===== src/rtl/wb_stage.sv =====
// wb_stage: writeback stage. Commits register-file writes, holds a minimal CP0
// (BadVAddr, Count, Compare, Status, Cause, EPC), resolves exceptions, ERET and
// TLB refetch, and drives the flush/redirect and debug trace ports.
// Optional timer (Count/Compare/Cause.TI) enabled by defining CP0_TIMER_EN.
module wb_stage #(
    parameter logic [31:0] EX_VEC     = 32'hBFC00380,
    parameter logic [31:0] REFILL_VEC = 32'hBFC00200
) (
    input  logic         clk,
    input  logic         reset,
    input  logic         ms_to_ws_valid,
    input  logic [120:0] ms_to_ws_bus,
    output logic         ws_allowin,
    output logic [37:0]  ws_to_rf_bus,
    output logic         ws_flush,
    output logic [31:0]  ws_flush_pc,
    output logic         ws_int_pending,
    input  logic [5:0]   ext_int_in,
    output logic [31:0]  debug_wb_pc,
    output logic [3:0]   debug_wb_rf_wen,
    output logic [4:0]   debug_wb_rf_wnum,
    output logic [31:0]  debug_wb_rf_wdata
);

    localparam logic [4:0] C0_BADVADDR = 5'd8;
    localparam logic [4:0] C0_COUNT    = 5'd9;
    localparam logic [4:0] C0_COMPARE  = 5'd11;
    localparam logic [4:0] C0_STATUS   = 5'd12;
    localparam logic [4:0] C0_CAUSE    = 5'd13;
    localparam logic [4:0] C0_EPC      = 5'd14;

    logic         r_valid;
    logic [120:0] r_bus;

    logic [31:0]  r_badvaddr;
    logic [7:0]   r_status_im;
    logic         r_status_exl;
    logic         r_status_ie;
    logic         r_cause_bd;
    logic [5:0]   r_cause_ip_hw;
    logic [1:0]   r_cause_ip_sw;
    logic [4:0]   r_cause_exccode;
    logic [31:0]  r_epc;

    logic [31:0]  w_count;
    logic [31:0]  w_compare;
    logic         w_ti;

    // Bus field decode (tlbr/tlbwi are trace-only and unused here)
    logic         w_tlb_ref, w_tlb_flush, w_bd, w_ex, w_eret, w_mfc0, w_mtc0, w_gr_we;
    logic [4:0]   w_excode, w_c0_addr, w_dest;
    logic [31:0]  w_badvaddr, w_result, w_pc;
    logic [1:0]   w_unused_trace;

    assign w_tlb_ref      = r_bus[120];
    assign w_tlb_flush    = r_bus[119];
    assign w_unused_trace = r_bus[118:117];
    assign w_bd           = r_bus[116];
    assign w_ex           = r_bus[115];
    assign w_eret         = r_bus[114];
    assign w_mfc0         = r_bus[113];
    assign w_mtc0         = r_bus[112];
    assign w_excode       = r_bus[111:107];
    assign w_badvaddr     = r_bus[106:75];
    assign w_c0_addr      = r_bus[74:70];
    assign w_gr_we        = r_bus[69];
    assign w_dest         = r_bus[68:64];
    assign w_result       = r_bus[63:32];
    assign w_pc           = r_bus[31:0];

    logic w_exc_commit, w_eret_commit, w_mtc0_commit;
    logic w_wr_status, w_wr_cause, w_wr_epc, w_wr_count, w_wr_compare;

    assign w_exc_commit  = r_valid & w_ex;
    assign w_eret_commit = r_valid & w_eret & ~w_ex;
    assign w_mtc0_commit = r_valid & w_mtc0 & ~w_ex;
    assign w_wr_status   = w_mtc0_commit & (w_c0_addr == C0_STATUS);
    assign w_wr_cause    = w_mtc0_commit & (w_c0_addr == C0_CAUSE);
    assign w_wr_epc      = w_mtc0_commit & (w_c0_addr == C0_EPC);
    assign w_wr_count    = w_mtc0_commit & (w_c0_addr == C0_COUNT);
    assign w_wr_compare  = w_mtc0_commit & (w_c0_addr == C0_COMPARE);

    logic [31:0] w_status, w_cause;
    assign w_status = {9'b0, 1'b1, 6'b0, r_status_im, 6'b0, r_status_exl, r_status_ie};
    assign w_cause  = {r_cause_bd, w_ti, 14'b0, r_cause_ip_hw, r_cause_ip_sw,
                       1'b0, r_cause_exccode, 2'b0};

    logic w_badv_exc;
    assign w_badv_exc = (w_excode >= 5'd1) && (w_excode <= 5'd5);

    // Pipeline register: flush squashes whatever arrives behind the flushing instruction
    always_ff @(posedge clk or posedge reset) begin
        if (reset) begin
            r_valid <= 1'b0;
            r_bus   <= '0;
        end else begin
            r_valid <= ws_flush ? 1'b0 : ms_to_ws_valid;
            if (ms_to_ws_valid && ws_allowin)
                r_bus <= ms_to_ws_bus;
        end
    end

    // CP0 Status/Cause/EPC/BadVAddr update; exception beats ERET beats mtc0
    always_ff @(posedge clk or posedge reset) begin
        if (reset) begin
            r_badvaddr      <= '0;
            r_status_im     <= '0;
            r_status_exl    <= 1'b0;
            r_status_ie     <= 1'b0;
            r_cause_bd      <= 1'b0;
            r_cause_ip_hw   <= '0;
            r_cause_ip_sw   <= '0;
            r_cause_exccode <= '0;
            r_epc           <= '0;
        end else begin
            r_cause_ip_hw <= {ext_int_in[5] | w_ti, ext_int_in[4:0]};
            if (w_exc_commit) begin
                if (!r_status_exl) begin
                    r_epc      <= w_bd ? w_pc - 32'd4 : w_pc;
                    r_cause_bd <= w_bd;
                end
                r_status_exl    <= 1'b1;
                r_cause_exccode <= w_excode;
                if (w_badv_exc)
                    r_badvaddr <= w_badvaddr;
            end else if (w_eret_commit) begin
                r_status_exl <= 1'b0;
            end else begin
                if (w_wr_status) begin
                    r_status_im  <= w_result[15:8];
                    r_status_exl <= w_result[1];
                    r_status_ie  <= w_result[0];
                end
                if (w_wr_cause)
                    r_cause_ip_sw <= w_result[9:8];
                if (w_wr_epc)
                    r_epc <= w_result;
            end
        end
    end

`ifdef CP0_TIMER_EN
    logic        r_tick;
    logic [31:0] r_count;
    logic [31:0] r_compare;
    logic        r_ti;

    // Timer: Count advances every other cycle; Count==Compare raises TI, Compare write clears it
    always_ff @(posedge clk or posedge reset) begin
        if (reset) begin
            r_tick    <= 1'b0;
            r_count   <= '0;
            r_compare <= '0;
            r_ti      <= 1'b0;
        end else begin
            r_tick <= ~r_tick;
            if (w_wr_count)
                r_count <= w_result;
            else if (r_tick)
                r_count <= r_count + 32'd1;
            if (w_wr_compare) begin
                r_compare <= w_result;
                r_ti      <= 1'b0;
            end else if (r_count == r_compare) begin
                r_ti <= 1'b1;
            end
        end
    end

    assign w_count   = r_count;
    assign w_compare = r_compare;
    assign w_ti      = r_ti;
`else
    logic w_unused_timer_wr;
    assign w_unused_timer_wr = w_wr_count | w_wr_compare;
    assign w_count   = '0;
    assign w_compare = '0;
    assign w_ti      = 1'b0;
`endif

    // CP0 read mux for mfc0
    logic [31:0] w_cp0_rdata;
    always_comb begin
        w_cp0_rdata = '0;
        case (w_c0_addr)
            C0_BADVADDR: w_cp0_rdata = r_badvaddr;
            C0_COUNT:    w_cp0_rdata = w_count;
            C0_COMPARE:  w_cp0_rdata = w_compare;
            C0_STATUS:   w_cp0_rdata = w_status;
            C0_CAUSE:    w_cp0_rdata = w_cause;
            C0_EPC:      w_cp0_rdata = r_epc;
            default:     w_cp0_rdata = '0;
        endcase
    end

    // Redirect target in priority order: refill, general exception, ERET, refetch
    always_comb begin
        ws_flush_pc = '0;
        if (w_ex && w_tlb_ref && !r_status_exl)
            ws_flush_pc = REFILL_VEC;
        else if (w_ex)
            ws_flush_pc = EX_VEC;
        else if (w_eret)
            ws_flush_pc = r_epc;
        else if (w_tlb_flush)
            ws_flush_pc = w_pc + 32'd4;
        if (!ws_flush)
            ws_flush_pc = '0;
    end

    logic        w_rf_we;
    logic [31:0] w_rf_wdata;
    assign w_rf_we    = r_valid & w_gr_we & ~w_ex;
    assign w_rf_wdata = w_mfc0 ? w_cp0_rdata : w_result;

    assign ws_allowin        = 1'b1;
    assign ws_flush          = r_valid & (w_ex | w_eret | w_tlb_flush);
    assign ws_to_rf_bus      = {w_rf_we, w_dest, w_rf_wdata};
    assign ws_int_pending    = r_status_ie & ~r_status_exl &
                               (|({r_cause_ip_hw, r_cause_ip_sw} & r_status_im));
    assign debug_wb_pc       = w_pc;
    assign debug_wb_rf_wen   = {4{w_rf_we}};
    assign debug_wb_rf_wnum  = w_dest;
    assign debug_wb_rf_wdata = w_rf_wdata;

endmodule

===== config.mk =====
export PLATFORM = sky130hd
export DESIGN_NAME = wb_stage
export DESIGN_NICKNAME = d
export VERILOG_FILES = /design/src/rtl/wb_stage.sv
export SDC_FILE = /design/constraint.sdc
export NUM_CORES = 1
export LEC_CHECK = 0
export BUFFER_PORTS_ARGS = -buffer_cell sky130_fd_sc_hd__buf_2
export CORE_UTILIZATION = 45
export CTS_CLUSTER_DIAMETER = 100
export DETAILED_ROUTE_END_ITERATION = 10
export PLACE_DENSITY = 0.7
export SLEW_MARGIN = 0
export SYNTH_ARGS = -nofsm -noshare
export SYNTH_HDL_FRONTEND = slang
export SYNTH_SLANG_ARGS = --single-unit

===== constraint.sdc =====
create_clock -name clk -period 5.56 [get_ports clk]
set_clock_uncertainty 0.15 [all_clocks]
set_input_delay 0.278 -clock clk [delete_from_list [all_inputs] [get_ports clk]]
set_output_delay 0.278 -clock clk [all_outputs]
set_load 0.02 [all_outputs]

==> out/qor.yml, run 1 <==
clocking:
  cts_inserted_buffers: 24
  root_buffer: "clkbuf_16"
  cts_sinks: 208
  clkLatencyLatePin_ns: 0.52
  clkTransAtPathRegs_ns: 0.07
  cts_resized: 0
  h-tree-depth: 1
  cts_tree: "yes"
  clock_path_buffers: 3
sta:
  slew_viol_final: 0
  hold_violations: 0
  worst_pin_slew_ns: 1.128
  post-route-min-period_ns: 4.079
  fmax_mhz: 245.1
  fin_crit_sh_pct: 73.37
  tns_ns: 0
  rsz0062_at_grt: "false"
  setup_viol: 0
  postLayoutSetupSlackWorst_ns: 1.481
  slew_headroom_pct: 23.74
global_routing:
  grt_pass1_vias: 9479
  grt_pass1_wl_mm: 53.99
  grt_max_degree: 122
  overflow: 0
  antenna_found_initial: 1
  track_usage_pct: 26.93
yosys:
  synth-edff-count: 0
  syn_avg_cell_area_um2: 10.23
  seq_area_frac_synth_pct: 45.98
  synth_nets: 1239
  syn_inst: 1107
  yosys.cell_count.top_type: "dfrtp_1"
  synth_top_cell_by_area: "dfrtp_1"
  synth-compound-area-share_pct: 13.00
  synth.area.top_cells: "dfrtp_1 46%, mux2_2 13%, buf_4 5.4%"
  synthDistinctLibCells: 66
  yosys.area.top_type_share_pct: 45.98
  synthMuxAreaShare_pct: 14.10
  ys.flop_type: "dfrtp_1"
  synth_area_um2: 11320
  synthAdderAreaFrac_pct: 0.2210
  yosysWarnings: 0
  synth-simple-area-share_pct: 13.16
  synthArstFlopShare_pct: 100.0
  yosys-top-cells-count: "208 x dfrtp_1, 132 x mux2_2, 121 x nand2_1, 81 x buf_4, 61 x o21ai_0"
  synth_xor_area_share_pct: 3.481
  ys_seq_elements: 208
  synth_top_family_by_area: "multiplexers"
critical_path:
  startpoint_type: "register"
  worstSetupEndpointType: "primary output"
  crit_path_cell_trace: "nor4b_1, nor2b_2, buf_4, a22oi_1, o22ai_1, buf_2"
  cpLargestDelayFamily: "simple AND/OR/NAND/NOR gates"
  required_ns: 5.13
  cp.buffers_inverters: 2
  cp_data_arrival_time_ns: 3.65
  critPathSlowestCell: "nor4b_1"
  path_max_fanout: 16
  cpPeakStageDelay_ns: 0.91
  worstSetupPathType: "reg2out"
final_layout:
  drive_gt1_share_pct: 35.00
  instances_no_fill: 1721
  nets: 1512
  antenna_cells: 0
  area_delta_synth_final_pct: 26.55
power:
  p_total_mw: 4.776
  peakVddDrop_mv: 0.1966
  power_density_nw_per_um2: 333.4
  leakage_nw: 6.377
route:
  via_per_inst: 5.530
  dr.pass1.iters: 5
  vias: 9517
  wirelength_mm: 34.75
  wl_per_cell_um: 20.19
  drtIter0Drc: 742
  ant_nets: 0
  drc: 0
job:
  cap_violations: 0
hold_path:
  hp-class: "in2reg"
placed_design:
  gp_congestion: 0.9483
  dp_cells: 1552
  hpwl_mm: 23.50
  portBuffers: 272
  pre_cts_ws_ns: 2.054
run_status:
  outcome: "finished, final reports clean"
die:
  die_h_um: 160.6
  rows: 57
  die_w_um: 160.6
  io_pins: 276
  initial_core_util_pct: 46.28
  core_area_um2: 24460
  dieArea_um2: 25800
[flip-flops by register name, indices dropped and copies added, names as in the netlist]
signal / count
r_bus: 119
r_badvaddr: 32
r_epc: 32
r_status_im: 8
r_cause_ip_hw: 6
r_cause_exccode: 5
r_cause_ip_sw: 2
r_cause_bd: 1
r_status_exl: 1
r_status_ie: 1
r_valid: 1
[report_power, final]
group | internal [mW] | switching (mW) | total [mW]
Combinational | 0.481 | 0.542 | 1.02
Sequential | 1.82 | 0.341 | 2.16
Clock | 0.945 | 0.643 | 1.59
[worst reg2reg max path, cell delays in order, from the launching register on]
cell	delay [ns]
dfrtp_1	1.01
nand2_1	0.28
a2111oi_0	0.84
o31ai_4	0.17
buf_4	0.31
mux2_2	0.40
[final timing paths]
kind,startpoint,to,slack (ns),depth (start not counted)
hold reg to reg,r_cause_exccode[3],r_cause_exccode[3],0.33,2
setup / recovery,r_bus[70],ws_to_rf_bus[24],1.48,6
min in group asynchronous,reset,r_bus[113],0.35,3
max in group asynchronous,reset,r_bus[104],3.59,4
setup reg to reg,r_bus[115],r_badvaddr[20],2.29,5
hold / removal,ms_to_ws_valid,r_bus[45],0.18,3
[layout make-up]
| cell class | count | area, um2 |
|---|---|---|
| tap | 324 | 405.4 |
| timing repair buffer | 411 | 2739 |
| inverter | 44 | 168.9 |
| fill | 2057 | 10140 |
| clock inverter | 11 | 117.6 |
| clock buffer | 32 | 671.9 |
| sequential | 208 | 5205 |
| multi-input combinational | 691 | 5019 |
[timing repair]
item / CTS / global route
endpoints found under the setup margin: 0 / 0
setup buffers: 0 / 0
hold endpoints to repair: 163 / 0
hold buffers: 126 / 0
[metrics by stage]
step	hold slack (ns)	util [%]	cell area (um2)
floorplan	0.1594	-	11320
global placement	0.2371	50.18	12280
detailed placement	0.2373	50.18	12280
CTS	0.2254	58.56	14330
global route	0.2405	58.56	14330
finish	0.1807	58.56	14330
[routing by layer]
metal	global-route usage [%]	part of all wire, %	vias up
li1	-	-	4392
met1	35.47	43	4707
met2	45.16	48	364
met3	4.933	6.3	52
met4	7.879	2.3	2
met5	0	0.037	-
[kinds of logic (layout without fill, tap and decap cells)]
| family | Yosys count | after routing |
|---|---|---|
| compound gates | 230 | 230 |
| simple gates | 270 | 270 |
| mux | 143 | 143 |
| flops | 208 | 208 |
| buf+inv | 208 | 498 |
| other cells | 1 | 1 |
| xor+xnor | 45 | 45 |
| fa+ha+maj | 2 | 2 |
[placed cells by master, fill, tap and decap left out, drive strengths merged, types with 16 or more instances in the layout]
cell,count
mux2,132
nand3,16
nand2,121
buf,285
a22oi,34
nor3,18
clkbuf,32
nor4,17
xnor2,29
o21ai,75
nor2,39
a21oi,35
dfrtp,208
o22ai,37
inv,45
dlygate4sd3,126
xor2,16
(Power assumes the default switching activity.)
==> run 2: changes to the inputs <==
Clock period 5.56 ns to 3.7 ns, I/O delays scaled along.
==> run 2 against run 1 <==
Die area did not move. Non-clock buffer count increased by 13. Cell area is 1.4% higher. Clock power is 64% higher. Combinational power up 56%. Core utilization is 0.82 points higher. Highest routed layer is now met4. Wire length rose by 0.95%. Hold slack worse by 0.12 ns. Setup slack worse by 1.1 ns.
==> out/qor.yml, run 2 (synthesis gave the netlist of run 1 again) <==
placed_design:
  hpwl_mm: 23.68  # was 23.50 mm
  gp_congestion: 0.9086  # was 0.9483
  dp_cells: 1565  # was 1,552
  portBuffers: 272  # unchanged
critical_path:
  startpoint_type: "register"  # unchanged
  cp_data_arrival_time_ns: 3.03  # was 3.65 ns
  worstSetupPathType: "reg2out"  # unchanged
  path_max_fanout: 16  # unchanged
  worstSetupStartpoint: "r_bus[70]"  # unchanged
  required_ns: 3.37  # was 5.13 ns
  r2r_start: "r_bus[72]"  # was r_bus[115]
  worstSetupEndpointType: "primary output"  # unchanged
power:
  swShare_pct: 31.26  # was 31.96%
  pwr-share-seq_pct: 43.5  # was 45.3%
  power_density_nw_per_um2: 510.8  # was 333.4 nW/um2
  p_clk_share_pct: 35.1  # was 33.2%
  power_frac_comb_pct: 21.4  # about the same
  leakage_nw: 6.492  # was 6.377 nW
  power_switching_mw: 2.319  # was 1.526 mW
  peakVddDrop_mv: 0.4611  # was 0.1966 mV
  p_total_mw: 7.420  # was 4.776 mW
  p_int_mw: 5.101  # was 3.250 mW
final_layout:
  area_delta_synth_final_pct: 28.32  # was 26.55%
  drive_gt1_share_pct: 35.74  # was 35.00%
  nets: 1525  # was 1,512
  reg_top3: "r_bus x119, r_badvaddr x32, r_epc x32"  # unchanged
  layout_commonest_cell: "buf_2"  # unchanged
  top_register: "r_bus"  # unchanged
  instances_no_fill: 1735  # was 1,721
  layout_common_cells: "271 x buf_2, 208 x dfrtp_1, 132 x mux2_2, 126 x dlygate4sd3_1, 121 x nand2_1"  # unchanged
  largest_register_ffs: 119  # unchanged
sta:
  hold_violations: 0  # unchanged
  slew_viol_final: 0  # unchanged
  rsz0062_at_grt: "false"  # unchanged
  slew_headroom_pct: 19.45  # was 23.74%
  post-route-min-period_ns: 3.366
  worst_pin_slew_ns: 1.204  # was 1.128 ns
  tns_ns: 0  # unchanged
  setup_viol: 0  # unchanged
  fin_crit_sh_pct: 90.98
  fmax_mhz: 297.1
global_routing:
  grt_max_degree: 102  # was 122
  track_usage_pct: 27.14  # was 26.93%
  overflow: 0  # unchanged
  antenna_found_initial: 1  # unchanged
  grt_pass1_wl_mm: 54.88  # was 53.99 mm
  grt_pass1_vias: 9724  # was 9,479
route:
  drc: 0  # unchanged
  vias: 9605  # was 9,517
  wirelength_mm: 35.08  # was 34.75 mm
  ant_nets: 0  # unchanged
  wl_per_cell_um: 20.22  # was 20.19 um
  via_per_inst: 5.536  # was 5.530
  drtIter0Drc: 695  # was 742
  dr.pass1.iters: 5  # unchanged
clocking:
  clkLatencyLatePin_ns: 0.53  # was 0.52 ns
  cts_resized: 0  # unchanged
  cts_sinks: 208  # unchanged
  clkTransAtPathRegs_ns: 0.06  # was 0.07 ns
  cts_tree: "yes"  # unchanged
  clock_path_buffers: 3  # unchanged
  root_buffer: "clkbuf_16"  # unchanged
  cts_inserted_buffers: 24  # unchanged
  h-tree-depth: 1  # unchanged
die:
  die_w_um: 160.6  # unchanged
  rows: 57  # unchanged
  core_area_um2: 24460  # unchanged
  io_pins: 276  # unchanged
  dieArea_um2: 25800  # unchanged
  die_h_um: 160.6  # unchanged
  initial_core_util_pct: 46.28  # unchanged
hold_path:
  hold_path_startpoint: "ms_to_ws_valid"  # unchanged
  hp-class: "in2reg"  # unchanged
job:
  cap_violations: 0  # unchanged
run_status:
  outcome: "finished, final reports clean"  # unchanged
## run 2: cell types whose count changed in the layout (fill, tap and decap cells not counted), sizes merged
cell	before	now
clkbuf	32	30
inv	45	43
bufinv	2	5
buf	285	298
diode	0	1
clkinvlp	3	2
clkinv	5	7
## run 2: worst max-delay path, cell delays in order, from the launching register on
cell,delay (ns)
dfrtp_1,0.60
nor2b_1,0.24
buf_4,0.17
inv_1,0.07
a21oi_1,0.08
o21ai_2,0.58
buf_4,0.37
o22ai_1,0.18
buf_2,0.20
## run 2: worst paths after layout
path / endpoint / slack [ns] / depth (start not counted)
setup reg to reg: r_epc[25] / 0.77 / 5
hold reg to reg: r_cause_exccode[4] / 0.34 / 2
min in group asynchronous: r_bus[107] / 0.24 / 3
max in group asynchronous: r_bus[30] / 2.19 / 4
setup / recovery: debug_wb_rf_wdata[24] / 0.33 / 8
hold / removal: r_bus[43] / 0.06 / 3
## run 2: layout make-up
type,instances,area [um2]
Clock buffer,30,663.1
Clock inverter,13,207.7
Antenna cell,1,2.502
Sequential cell,208,5205
Multi-Input combinational cell,691,5012
Inverter,44,168.9
Fill cell,2065,9936
Timing Repair Buffer,424,2861
Tap cell,324,405.4
## run 2: power by group through the flow
| stage | registers, mW | clock network [mW] | logic [mW] |
|---|---|---|---|
| 2_1_floorplan | 3.00 | 0 | 1.21 |
| 3_3_place_gp | 3.24 | 0 | 1.44 |
| 3_5_place_dp | 3.26 | 0 | 1.47 |
| 4_1_cts | 3.22 | 2.62 | 1.58 |
| 5_1_grt | 3.28 | 2.73 | 1.73 |
| 6_report | 3.23 | 2.60 | 1.59 |
## run 2: metrics by stage
| step | cell area, um2 | hold slack (ns) | setup slack [ns] | util, % |
|---|---|---|---|---|
| after CTS | 14520 | 0.09054 | 0.3180 | 59.37 |
| after floorplan | 11320 | 0.06643 | 0.6648 | - |
| after global placement | 12390 | 0.1439 | 0.8750 | 50.66 |
| after detailed placement | 12390 | 0.1443 | 0.8119 | 50.66 |
| final | 14530 | 0.06418 | 0.3338 | 59.38 |
| after global routing | 14530 | 0.1166 | 0.2153 | 59.38 |
## run 2: timing repair
action                                 4_1_cts  5_1_grt
endpoints found under the hold margin      159        0
buffers inserted                             0        0
hold buffers                               126        0
setup endpoints to repair                    0        0
## run 2: routing by layer
layer | vias up | share of wire (%) | global-route usage [%]
li1 | 4421 | - | -
met1 | 4717 | 43 | 36.03
met2 | 412 | 49 | 45.83
met3 | 55 | 6.4 | 4.029
met4 | 0 | 2.5 | 8.139
met5 | - | 0 | 0
==> run 3: changes to the inputs <==
Settings changed: PLACE_DENSITY 0.7 to 0.67, SETUP_SLACK_MARGIN from default to 0.15.
Clock period 3.7 ns to 3.5 ns, I/O delays scaled along.
==> run 3 against run 2 <==
Non-clock buffer count rose by 36. Cell area rose by 2.1%. Final cell count rose by 2.0%. Critical path type unchanged. Critical endpoint is now ws_flush_pc[30]. Largest power group unchanged. Highest routed layer unchanged.
==> out/qor.yml, run 3 (synthesis gave the netlist of run 1 again) <==
global_routing:
  overflow: 0  # unchanged
  track_usage_pct: 27.06  # was 27.14%
  grt_pass1_vias: 9709  # was 9,724
  grt_max_degree: 77  # was 102
  grt_pass1_wl_mm: 54.41  # was 54.88 mm
  antenna_found_initial: 0  # was 1
die:
  dieArea_um2: 25800  # unchanged
  die_w_um: 160.6  # unchanged
  core_area_um2: 24460  # unchanged
  rows: 57  # unchanged
  die_h_um: 160.6  # unchanged
  io_pins: 276  # unchanged
  initial_core_util_pct: 46.28  # unchanged
critical_path:
  crit_path_cell_trace: "nand4_1, or4_4, nor4_2, xnor2_1, o21ai_1, buf_2"  # was nor2b_1, buf_4, inv_1, a21oi_1, o21ai_2, buf_4, o22ai_1, buf_2
  startpoint_type: "register"  # unchanged
  worstSetupPathType: "reg2out"  # unchanged
  r2r-end: "r_epc[26]"  # was r_epc[25]
  worstSetupEndpointType: "primary output"  # unchanged
  cpPeakStageDelay_ns: 0.72  # was 0.60 ns
  path_max_fanout: 17  # was 16
  critPathSlowestCell: "or4_4"  # was dfrtp_1
  cp_data_arrival_time_ns: 2.95  # was 3.03 ns
  required_ns: 3.17  # was 3.37 ns
  reg2reg_setup_slack_ns: 0.74  # was 0.77 ns
  r2r_start: "r_bus[2]"  # was r_bus[72]
  rr_worst_depth: 7  # was 5
clocking:
  clkTransAtPathRegs_ns: 0.06  # about the same
  postCtsSetupBuffers: 0  # unchanged
  clkLatencyLatePin_ns: 0.52  # was 0.53 ns
  cts_sinks: 208  # unchanged
  clock_path_buffers: 3  # unchanged
  root_buffer: "clkbuf_16"  # unchanged
  cts_inserted_buffers: 24  # unchanged
  h-tree-depth: 1  # unchanged
  cts_tree: "yes"  # unchanged
placed_design:
  pre_cts_ws_ns: 0.6292  # was 0.8119 ns
  portBuffers: 272  # unchanged
  gp_congestion: 0.9185  # was 0.9086
  hpwl_mm: 23.71  # was 23.68 mm
sta:
  fmax_mhz: 305.2
  slew_headroom_pct: 40.63  # was 19.45%
  fin_crit_sh_pct: 93.63
  tns_ns: 0  # unchanged
  setup_viol: 0  # unchanged
  slew_viol_final: 0  # unchanged
  timing.hold.ws_ns: 0.01628  # was 0.06418 ns
  postLayoutSetupSlackWorst_ns: 0.2230  # was 0.3338 ns
  hold_violations: 0  # unchanged
  worst_pin_slew_ns: 0.8886  # was 1.204 ns
  post-route-min-period_ns: 3.277
  rsz0062_at_grt: "false"  # unchanged
power:
  peakVddDrop_mv: 0.3314  # was 0.4611 mV
  p_clk_share_pct: 33.0  # was 35.1%
  p_int_mw: 5.238  # was 5.101 mW
  power_switching_mw: 2.414  # was 2.319 mW
  p_total_mw: 7.652  # was 7.420 mW
  leakage_nw: 6.597  # was 6.492 nW
  power_density_nw_per_um2: 516.0  # was 510.8 nW/um2
  pwr-share-seq_pct: 44.7  # was 43.5%
  swShare_pct: 31.55  # was 31.26%
  power_frac_comb_pct: 22.4  # was 21.4%
final_layout:
  reg_top3: "r_bus x119, r_badvaddr x32, r_epc x32"  # unchanged
  antenna_cells: 0  # was 1
  layout_common_cells: "271 x buf_2, 208 x dfrtp_1, 159 x dlygate4sd3_1, 132 x mux2_2, 121 x nand2_1"  # was 271 x buf_2, 208 x dfrtp_1, 132 x mux2_2, 126 x dlygate4sd3_1, 121 x nand2_1
  layout_commonest_cell: "buf_2"  # unchanged
  nets: 1561  # was 1,525
  largest_register_ffs: 119  # unchanged
  drive_gt1_share_pct: 34.99  # was 35.74%
  top_register: "r_bus"  # unchanged
  area_delta_synth_final_pct: 30.98  # was 28.32%
run_status:
  outcome: "finished, final reports clean"  # unchanged
hold_path:
  holdPathEnd: "r_bus[61]"  # was r_bus[43]
  hp-class: "in2reg"  # unchanged
  hold_path_startpoint: "ms_to_ws_valid"  # unchanged
  hold_depth: 2  # was 3
route:
  dr.pass1.iters: 5  # unchanged
  via_per_inst: 5.474  # was 5.536
  met1Wirelength_mm: 14.65  # was 14.93 mm
  wl_met2_mm: 17.17  # was 17.03 mm
  wirelength_mm: 34.95  # was 35.08 mm
  ant_nets: 0  # unchanged
  wl_per_cell_um: 19.75  # was 20.22 um
  top_layer: "met4"  # unchanged
  drtIter0Drc: 728  # was 695
  drc: 0  # unchanged
  routed-wl-met3_mm: 2.277  # was 2.261 mm
  vias: 9689  # was 9,605
job:
  cap_violations: 0  # unchanged
run 3: per-layer routing:
layer	up-vias	track usage, %
li1	4491	-
met1	4737	35.88
met2	404	46.18
met3	57	3.874
met4	0	7.359
met5	-	0
run 3: what timing repair did:
item	4_1_cts	5_1_grt
hold endpoints to repair	160	0
hold buffers	159	0
gates cloned	0	0
gates resized for setup	1	1
setup endpoints to repair	8	10
run 3: worst max-delay path by stage:
stage	from	slack (ns)	end	depth (start not counted)
2_1_floorplan	reset	0.47	r_badvaddr[0]	1
3_3_place_gp	r_bus[72]	0.64	ws_to_rf_bus[0]	6
3_5_place_dp	r_bus[72]	0.63	ws_to_rf_bus[0]	6
4_1_cts	r_bus[11]	0.22	ws_flush_pc[24]	6
5_1_grt	r_bus[11]	0.17	ws_flush_pc[24]	6
6_report	r_bus[11]	0.22	ws_flush_pc[30]	6
run 3: metrics by stage:
step / instances / cell area (um2) / util (%)
CTS: 1770 / 14820 / 60.60
global route: 1770 / 14830 / 60.62
detailed placement: 1568 / 12430 / 50.80
floorplan: 1107 / 11320 / -
global placement: 1568 / 12430 / 50.80
finish: 1770 / 14830 / 60.62
run 3: critical path, delay by kind of cell, from the launching register on:
kind | cells | cell delay, ns
compound gates | 1 | 0.21
xor+xnor | 1 | 0.13
buf+inv | 1 | 0.21
flops | 1 | 0.60
simple gates | 3 | 1.28
run 3: power by group through the flow:
| stage | clock network [mW] | registers, mW | logic, mW |
|---|---|---|---|
| after floorplan | 0 | 3.18 | 1.28 |
| after global placement | 0 | 3.43 | 1.53 |
| after detailed placement | 0 | 3.44 | 1.56 |
| after CTS | 2.57 | 3.40 | 1.71 |
| after global routing | 2.67 | 3.47 | 1.87 |
| final | 2.52 | 3.42 | 1.71 |
run 3: final cells by class:
cell class	instances	area (um2)
Clock buffer	36	737.0
Clock inverter	7	65.06
Fill cell	2038	9634
Inverter	44	168.9
Multi-Input combinational cell	691	5020
Sequential cell	208	5205
Tap cell	324	405.4
Timing Repair Buffer	460	3227
